**src/rtl/ram_ctrl4x4.sv**
```systemverilog
// Small single-port RAM controller: one command at a time, 1-cycle writes and
// reads with a held response until the consumer acknowledges it.
module ram_ctrl4x4 #(
  parameter int DW = 4,
  parameter int AW = 2
) (
  input  logic          clk,
  input  logic          clear,
  input  logic          preset,
  input  logic          req,
  input  logic          wr,
  input  logic [AW-1:0] addr,
  input  logic [DW-1:0] din,
  input  logic          rack,
  output logic          ready,
  output logic          wdone,
  output logic          dvalid,
  output logic [DW-1:0] dout,
  output logic [1:0]    dbg_state_o
);

  localparam int DEPTH = 1 << AW;

  // Handshakes: a command transfers at a rising edge where req=1 and ready=1;
  // a response transfers at a rising edge where dvalid=1 and rack=1, and dout
  // is held unchanged while dvalid=1 and rack=0.
  typedef enum logic [1:0] {
    IDLE  = 2'd0,
    WRITE = 2'd1,
    READ  = 2'd2,
    RESP  = 2'd3
  } state_t;

  state_t        state_q, state_d;
  logic [AW-1:0] cmd_addr_q;
  logic [DW-1:0] cmd_din_q;
  logic [DW-1:0] dout_q;
  logic [DW-1:0] mem_q [DEPTH];

  always_comb begin
    state_d = state_q;
    case (state_q)
      IDLE:    if (req) state_d = wr ? WRITE : READ;
      WRITE:   state_d = IDLE;
      READ:    state_d = RESP;
      RESP:    if (rack) state_d = IDLE;
      default: state_d = IDLE;
    endcase
  end

  always_ff @(posedge clk) begin
    if (clear) begin
      state_q    <= IDLE;
      cmd_addr_q <= '0;
      cmd_din_q  <= '0;
      dout_q     <= '0;
      for (int i = 0; i < DEPTH; i++) mem_q[i] <= '0;
    end else if (preset) begin
      // Aborts any in-flight command; the pending WRITE is never committed.
      state_q    <= IDLE;
      cmd_addr_q <= '0;
      cmd_din_q  <= '0;
      dout_q     <= '0;
      for (int i = 0; i < DEPTH; i++) mem_q[i] <= '1;
    end else begin
      state_q <= state_d;
      if (state_q == IDLE && req) begin
        cmd_addr_q <= addr;
        cmd_din_q  <= din;
      end
      if (state_q == WRITE) mem_q[cmd_addr_q] <= cmd_din_q;
      if (state_q == READ)  dout_q <= mem_q[cmd_addr_q];
    end
  end

  assign ready       = (state_q == IDLE);
  assign wdone       = (state_q == WRITE);
  assign dvalid      = (state_q == RESP);
  assign dout        = dout_q;
  assign dbg_state_o = state_q;

endmodule

```
**config.mk**
```make
export PLATFORM = sky130hd
export DESIGN_NAME = ram_ctrl4x4
export DESIGN_NICKNAME = d
export VERILOG_FILES = /design/src/rtl/ram_ctrl4x4.sv
export SDC_FILE = /design/constraint.sdc
export NUM_CORES = 1
export LEC_CHECK = 0
export BUFFER_PORTS_ARGS = -buffer_cell sky130_fd_sc_hd__buf_2
export CAP_MARGIN = 20
export CORE_ASPECT_RATIO = 1.2
export CORE_MARGIN = 10
export CORE_UTILIZATION = 40
export CTS_CLUSTER_DIAMETER = 60
export DETAILED_ROUTE_END_ITERATION = 16
export SLEW_MARGIN = 20
export SYNTH_ARGS = -nofsm -noshare
export SYNTH_HDL_FRONTEND = slang
export SYNTH_SLANG_ARGS = --single-unit
```
**constraint.sdc**
```tcl
create_clock -name clk -period 1.76 [get_ports clk]
set_clock_uncertainty 0.05 [all_clocks]
set_input_delay 0 -clock clk [delete_from_list [all_inputs] [get_ports clk]]
set_output_delay 0 -clock clk [all_outputs]
set_load 0.02 [all_outputs]
```
* Word-level counts from Yosys, hierarchy flattened *
Memory sizes are Yosys's and may differ from the RTL's. A register that Yosys moved wholly into a read port is not among the register bits.
Cells that the tools add are included.

storage, ports and cells
  memories kept = 1
  logic and storage cells = 38
  register bits after elaboration = 8
  input bits = 12
  output and inout bits = 9
  bits in writable memories = 16

cells by class
  mux-type cells = 20
  bitwise operators = 4
  reductions and logical operators = 5
  eq/ne operators = 5

memories
  name   words  bits a word  read ports  clocked after memory_dff  write ports  RTL line  text
  mem_q  4      4            1           1                         4            38        logic [DW-1:0] mem_q [DEPTH];

operators with widths
  cell                  number
  $mux W4               5
  $mux W1               10
  $mux W2               4
  $pmux W2 S4           1
  $eq A2 B2 Y1 const B  2
  $ne A2 B2 Y1 const B  2
  $or A1 B1 Y1          4
  $reduce_or A4 Y1      1
  $eq A2 B1 Y1 const B  1
  $logic_not A2 Y1      1
  $reduce_and A2 Y1     1
  $reduce_or A2 Y1      1
  $logic_and A1 B1 Y1   1

* Longest topological paths before layout *
Gate-level depths: netlist of the first run.

  depth after elaboration = 7
  gate-level depth with buffers = 5
  mapped depth without buffers = 3

* Least setup slack after synthesis of the first run *
Ideal clock, no wire load.

  path type = reg-to-reg
  start point = register state_q[1] (netlist: dbg_state_o[1])
  end point = memory mem_q[1][0] (enable)
  setup time = 260 ps
  period minus slack after synthesis = 1517 ps
  arrival time = 1207 ps
  required time = 1450 ps
  path slack = 243 ps
  buffers on the path = 1
  cell stages (with the launch flop) = 4
  cell sequence = dfxtp_1 -> buf_6 -> and4bb_2 -> or2_2

RTL lines
  element                   RTL line  text
  start: declaration        34        state_t state_q, state_d;
  start signal: assignment  66        state_q <= state_d;
  end: declaration          38

* Final worst setup path of the first run *
  start point = register state_q[0] (netlist: dbg_state_o[0])
  end point = register state_q[1] (netlist: dbg_state_o[1])

on the way
  word-level cells in the longest chain between the ends = 3
  elaborated cells between the ends (all ways) = 8
  classes of those cells = eq/ne (5); mux (1); reduce/logical (2)

ends and longest elaborated chain
  element                                                  RTL line  text
  $eq A2 B2 Y1 / $logic_not A2 Y1 (equally long branches)  42        case (state_q)
  $ne A2 B2 Y1 (no source line)                            n/a
  $reduce_and A2 Y1 (no source line)                       n/a

Several ways; a longest one is shown, not always the timed one.
A chain may end at the register's enable or synchronous reset.

==> key figures, run 1 <==
Status
  • Outcome: finished clean

Floorplan
  • CORE AREA: around 3100 um2
  • Die area: about 6000 um2
  • Die W: roughly 73 um
  • I/O pin cnt: 21
  • Starting Density: 0.427
  • Std-Cell Rows: 22
  • Chip Height: around 83 um

STA
  • Clock period minus worst slack: around 1.7 ns
  • Setup TNS: 0 ns
  • Rel. slew slack: 0.706
  • Max Fclk: 0.602 GHz
  • Crit share post-route: 0.944
  • RSZ-0062 raised after global routing: no
  • Worst Tran Pin Value: 0.441 ns
  • Final slew viol count: 0
  • # setup viols final: 0
  • Endpoints failing hold: 0
  • Fin worst setup slack: between 0.09 and 0.1 ns

Place
  • Post-placement setup slack: 0.194 ns
  • DP Wirelength: approximately 2000 um
  • Port bufs: 20
  • Placed cell area: 1440 um2
  • Global placement routability congestion: 0.750

Synth
  • Mean post-synth cell area: 11.7 um2
  • Main combinational cell family by area after synthesis: simple AND/OR/NAND/NOR gates
  • Mapped Area: 1340 um2
  • Leading area contributor after synthesis: edfxtp_1
  • Ys Warns: 0
  • Adder-cell share of the synthesized area: 0
  • Syn_nets: approximately 130
  • Yosys reg bits: 28
  • Yosys top cell area share: 0.359
  • Compound-Gate Fraction of Synth Area: 0.0672
  • Post-synthesis mux area share: 0.142
  • Cells after synthesis: about 120
  • Count of different cell masters after synthesis: 25
  • XOR/XNOR share of the synthesized area: 0
  • Sequential-to-total area share from yosys stat: 0.538
  • Synth area leaders: edfxtp_1 36%, dfxtp_1 18%, mux2i_1 7.5%
  • Post-synthesis simple-gate area fraction: 0.200

Worst setup path
  • Crit path buffers/inverters: 1
  • Crit Path Max Fanout: 13
  • Crit path launch type: flip-flop
  • Largest delay share family, worst path: buffers and inverters
  • Critical path's slowest cell: dlygate4sd3_1
  • Crit-path cells: or3b_2 -> a21oi_1 -> dlygate4sd3_1
  • CP arrival: 1.90 ns
  • Slowest stage delay, CP: between 0.5 and 0.6 ns
  • Critical path class: reg2reg
  • Critical Path RT: around 2.0 ns
  • Critical Path End Type: flip-flop

CTS
  • CTS sink cnt: 28
  • Post-CTS Setup Bufs: 0
  • Inserted Clock Buffers: 3
  • Clock latency on the worst-skew pair: ~0.33 ns
  • CTS tree: built
  • Clock input transition at the sequential cells of the worst setup and hold paths: 0.15 ns
  • H-tree levels: 1
  • Root Driver: clkbuf_4
  • Buffer depth of the longest clock path: 2

Power and ir drop
  • P_leak: roughly 0.64 nW
  • Worst VDD drop: about 0.00042 V
  • Cell area power density: between 700 and 800 nW/um2

Final layout
  • Final Cell Area: about 1600 um2
  • FILL cells: approximately 300
  • Synthesis-to-finish area growth: 16.7%
  • Total area of sequential cells: between 700 and 800 um2
  • Multi-input gate area: 548 um2
  • NumNets Final: ~150
  • Share of cells above drive strength 1: 0.319
  • Number of inserted diodes: 0

Drt
  • Routed Wire Length: around 2700 um
  • Drt pass-1 iters: 4
  • Vias per cell: 5.07
  • Wire per inst: roughly 15 um
  • Via count: around 900
  • DR iter-0 viols: 29
  • Number of remaining DRC errors: 0
  • Post-route ant nets: 0

Run
  • Max cap viols: 0

GRT
  • Largest net degree at the start of global routing: 18
  • Grt total ovfl: 0
  • Vias in the first global route: just over 900
  • GRT Overall Usage: 0.0905
  • First-pass GRT wire length: 4380 um
  • Initial antenna violation count: 0

Hold path
  • Min-Delay Path Class: in2reg
-- per-layer routing --
layer / track usage / routed length, um / vias up / share of wire
met5: 0 / 0 / - / 0
met4: 0.0466 / 25 / 0 / 0.0094
met3: 0.0274 / 128 / 2 / 0.048
met2: 0.148 / 1380 / 20 / 0.52
met1: 0.101 / 1120 / 418 / 0.42
li1: - / - / 457 / -
-- cell usage after synthesis, drive strengths merged --
master and count:
nand2 2, buf 9, dfxtp 12, nor2b 1, nand3b 1, or3b 1, and4bb 2, nand2b 1
mux4 4, or2 5, clkbuf 2, a21oi 18, nor3b 1, nor4b 1, and2 1, mux2i 10
edfxtp 16, and4b 1, nor2 27
-- registers in the layout, summed over array words and instances (netlist names) --
register	cells
dout	4
mem_q	16
cmd_addr_q	2
dbg_state_o	2
cmd_din_q	4
-- worst reg2reg max path: cells and delay by family, from the launching register on --
| family | cells | cell delay (ns) |
|---|---|---|
| AND/OR/NAND/NOR | 1 | 0.47 |
| buffers and inverters | 1 | 0.54 |
| AO/OA/AOI/OAI | 1 | 0.14 |
| flip-flops | 1 | 0.41 |
-- power breakdown --
group | total, mW | switching, mW | internal, mW | leakage, nW
Sequential | 0.755 | 0.0235 | 0.731 | 0.270
Combinational | 0.144 | 0.0681 | 0.0756 | 0.357
Clock | 0.275 | 0.186 | 0.0889 | 0.0150
Total | 1.17 | 0.278 | 0.896 | 0.642
-- area by class of cell --
cell class | count | share of cell area
clock buffer | 4 | 0.0168
timing repair buffer | 33 | 0.142
multi-input combinational | 76 | 0.350
tap | 36 | 0.0288
sequential | 28 | 0.462
-- cells in the final DEF (no fill, tap or decap), types with 3 or more instances in the layout --
cell and n:
nor2_1 21, buf_2 20, a21oi_1 18, edfxtp_1 16, dfxtp_1 11, mux2i_1 10, dlygate4sd3_1 10, nor2_2 6
mux4_2 4, or2_2 3, clkbuf_4 3, buf_4 3
-- metrics by stage --
step	utilization	cells	hold slack, ns	power (mW)
floorplan	-	115	0.106	0.863
CTS	0.498	177	0.0332	1.18
detailed placement	0.458	163	0.200	0.899
finish	0.498	177	0.0416	1.17
global placement	0.458	163	0.192	0.896
global route	0.498	177	0.0384	1.23
-- worst paths after layout --
| path | start | end | slack (ns) | cells past startpoint |
|---|---|---|---|---|
| max reg2reg | dbg_state_o[0] | dbg_state_o[1] | 0.1 | 3 |
| min reg2reg | dout[2] | dout[2] | 0.46 | 2 |
| min | clear | mem_q[2][1] | 0.04 | 2 |
| max | dbg_state_o[0] | dbg_state_o[1] | 0.1 | 3 |
-- cell families after synthesis --
logic type             Yosys count
AND/OR/NAND/NOR                 44
flip-flops                      28
AO/OA/AOI/OAI                   18
multiplexers                    14
buffers and inverters           11
-- timing repair --
item | in CTS | in global routing
hold endpoints to repair | 8 | 0
setup endpoints to repair | 0 | 1
resized for setup | 0 | 1
hold buffers | 10 | 0
Note: power is estimated with default switching activity, not from simulation.
==> run 2, diff against run 1 <==
CORE_ASPECT_RATIO = 0.5   (was 1.2)
clock period = 1.4 ns   (was 1.76 ns; I/O delays follow)
==> key figures, run 2 (synthesis results as in run 1) <==
STA
  • Max Fclk: around 0.75 GHz
  • Worst Tran Pin Value: roughly 0.34 ns
  • Final slew viol count: 0
  • RSZ-0062 raised after global routing: no
  • Endpoints failing hold: 0
  • Crit share post-route: 0.947
  • Setup TNS: 0 ns
  • Rel. slew slack: 0.776
  • # setup viols final: 0
  • Clock period minus worst slack: 1.33 ns
  • Fin worst setup slack: roughly 0.074 ns
  • Final hold slack: 0.0403 ns

Power and ir drop
  • Net switching power: 0.392 mW
  • Final Power: roughly 1.8 mW
  • P_leak: between 0.7 and 0.8 nW
  • Switching share of power: 0.218
  • Worst VDD drop: around 0.00036 V
  • Clock network power share: 0.363
  • P_int: roughly 1.4 mW
  • Combinational share of power: 0.111
  • Sequential Power Share: 0.526
  • Cell area power density: roughly 1100 nW/um2

Final layout
  • Commonest cells after routing, fill and taps aside: 21 x nor2_1, 20 x buf_2, 17 x a21oi_1
  • NumNets Final: 164
  • Share of cells above drive strength 1: 0.404
  • Max FFs per register: 16
  • Synthesis-to-finish area growth: 28.1%
  • Number of inserted diodes: 0
  • FILL cells: 270
  • Commonest non-fill, non-tap cell in the layout: nor2_1
  • Most flop-heavy register: mem_q

Drt
  • Routed Wire Length: about 2800 um
  • DR iter-0 viols: 30
  • Post-route ant nets: 0
  • Drt pass-1 iters: 4
  • Wire per inst: roughly 14 um
  • Via count: ~940
  • Number of remaining DRC errors: 0
  • Vias per cell: 4.93

Worst setup path
  • Critical path's slowest cell: dfxtp_2
  • Worst reg2reg path depth: 3
  • Slowest stage delay, CP: roughly 0.35 ns
  • CP arrival: around 1.3 ns
  • Critical Path End Type: flip-flop
  • Crit-path cells: buf_12 -> and4b_1 -> or2_2
  • Crit Path Max Fanout: 6
  • Critical Path RT: between 1 and 1.5 ns
  • Crit path launch type: flip-flop
  • Critical path class: reg2reg

Floorplan
  • Die area: between 6000 and 7000 um2
  • I/O pin cnt: 21
  • Die W: ~100 um
  • Std-Cell Rows: 14
  • CORE AREA: a little over 3000 um2
  • Starting Density: 0.432
  • Chip Height: about 61 um

CTS
  • CTS tree: built
  • Clock latency on the worst-skew pair: between 0.2 and 0.3 ns
  • Root Driver: clkbuf_8
  • CTS sink cnt: 28
  • Clock input transition at the sequential cells of the worst setup and hold paths: 0.10 ns
  • H-tree levels: 1
  • Inserted Clock Buffers: 3
  • Buffer depth of the longest clock path: 2

GRT
  • Vias in the first global route: about 930
  • GRT Overall Usage: 0.0990
  • Grt total ovfl: 0
  • First-pass GRT wire length: approximately 4800 um
  • Initial antenna violation count: 0
  • Largest net degree at the start of global routing: 17

Hold path
  • Min-Delay Path Class: in2reg
  • Worst Hold Path Cells: 3

Status
  • Outcome: finished clean

Place
  • DP Wirelength: approximately 2100 um
  • Port bufs: 20
  • Global placement routability congestion: ~0.74
  • Post-placement setup slack: between 0.04 and 0.05 ns

Run
  • Max cap viols: 0
-- run 2: cell count changes in the layout (fill, tap and decap cells not counted), moves of 2 or more --
cell / delta
buf_4: +10
clkbuf_4: -3
clkbuf_8: +3
dfxtp_1: -3
dfxtp_4: +2
dlygate4sd3_1: -2
-- run 2: worst paths after layout --
kind | from | to | slack (ns)
max | cmd_addr_q[0] | mem_q[3][1] | 0.07
min reg2reg | dout[3] | dout[3] | 0.46
max reg2reg | cmd_addr_q[0] | mem_q[3][1] | 0.07
min | req | dbg_state_o[1] | 0.04
-- run 2: critical path, delay by kind of cell (launching register included) --
kind / cells / cell delay (ns)
AND/OR/NAND/NOR: 2 / 0.55
flip-flops: 1 / 0.35
buffers and inverters: 1 / 0.13
-- run 2: stage by stage --
stage / std cells / utilization / area (um2)
after floorplan: 115 / - / 1350
after global placement: 176 / 0.493 / 1530
after detailed placement: 176 / 0.493 / 1530
after CTS: 189 / 0.545 / 1690
after global routing: 191 / 0.554 / 1720
final: 191 / 0.554 / 1720
-- run 2: layout make-up --
| type | count | area [um2] | area share |
|---|---|---|---|
| Clock buffer | 3 | 41.3 | 0.0241 |
| Sequential cell | 28 | 731 | 0.426 |
| Timing Repair Buffer | 43 | 310 | 0.181 |
| Multi-Input combinational cell | 76 | 554 | 0.323 |
| Tap cell | 40 | 50.0 | 0.0292 |
| Clock inverter | 1 | 30.0 | 0.0175 |
-- run 2: metal layers --
metal | vias up | global-route usage | part of all wire
met1 | 431 | 0.128 | 0.53
met3 | 5 | 0.0442 | 0.072
met5 | - | 0 | 0
met4 | 0 | 0.0239 | 0.011
met2 | 25 | 0.149 | 0.38
li1 | 481 | - | -
-- run 2: repair_timing --
action | 4_1_cts | 5_1_grt
endpoints found under the setup margin | 0 | 13
resized for setup | 0 | 5
hold buffers | 9 | 0
endpoints found under the hold margin | 8 | 0
setup buffers | 0 | 2
-- run 2: power groups by stage --
stage                     Clock, mW  Sequential [mW]  Combinational (mW)
after floorplan                   0            0.951               0.134
after global placement            0            0.970               0.177
after detailed placement          0            0.969               0.179
after CTS                     0.659            0.951               0.198
after global routing          0.701            0.954               0.223
final                         0.654            0.949               0.201
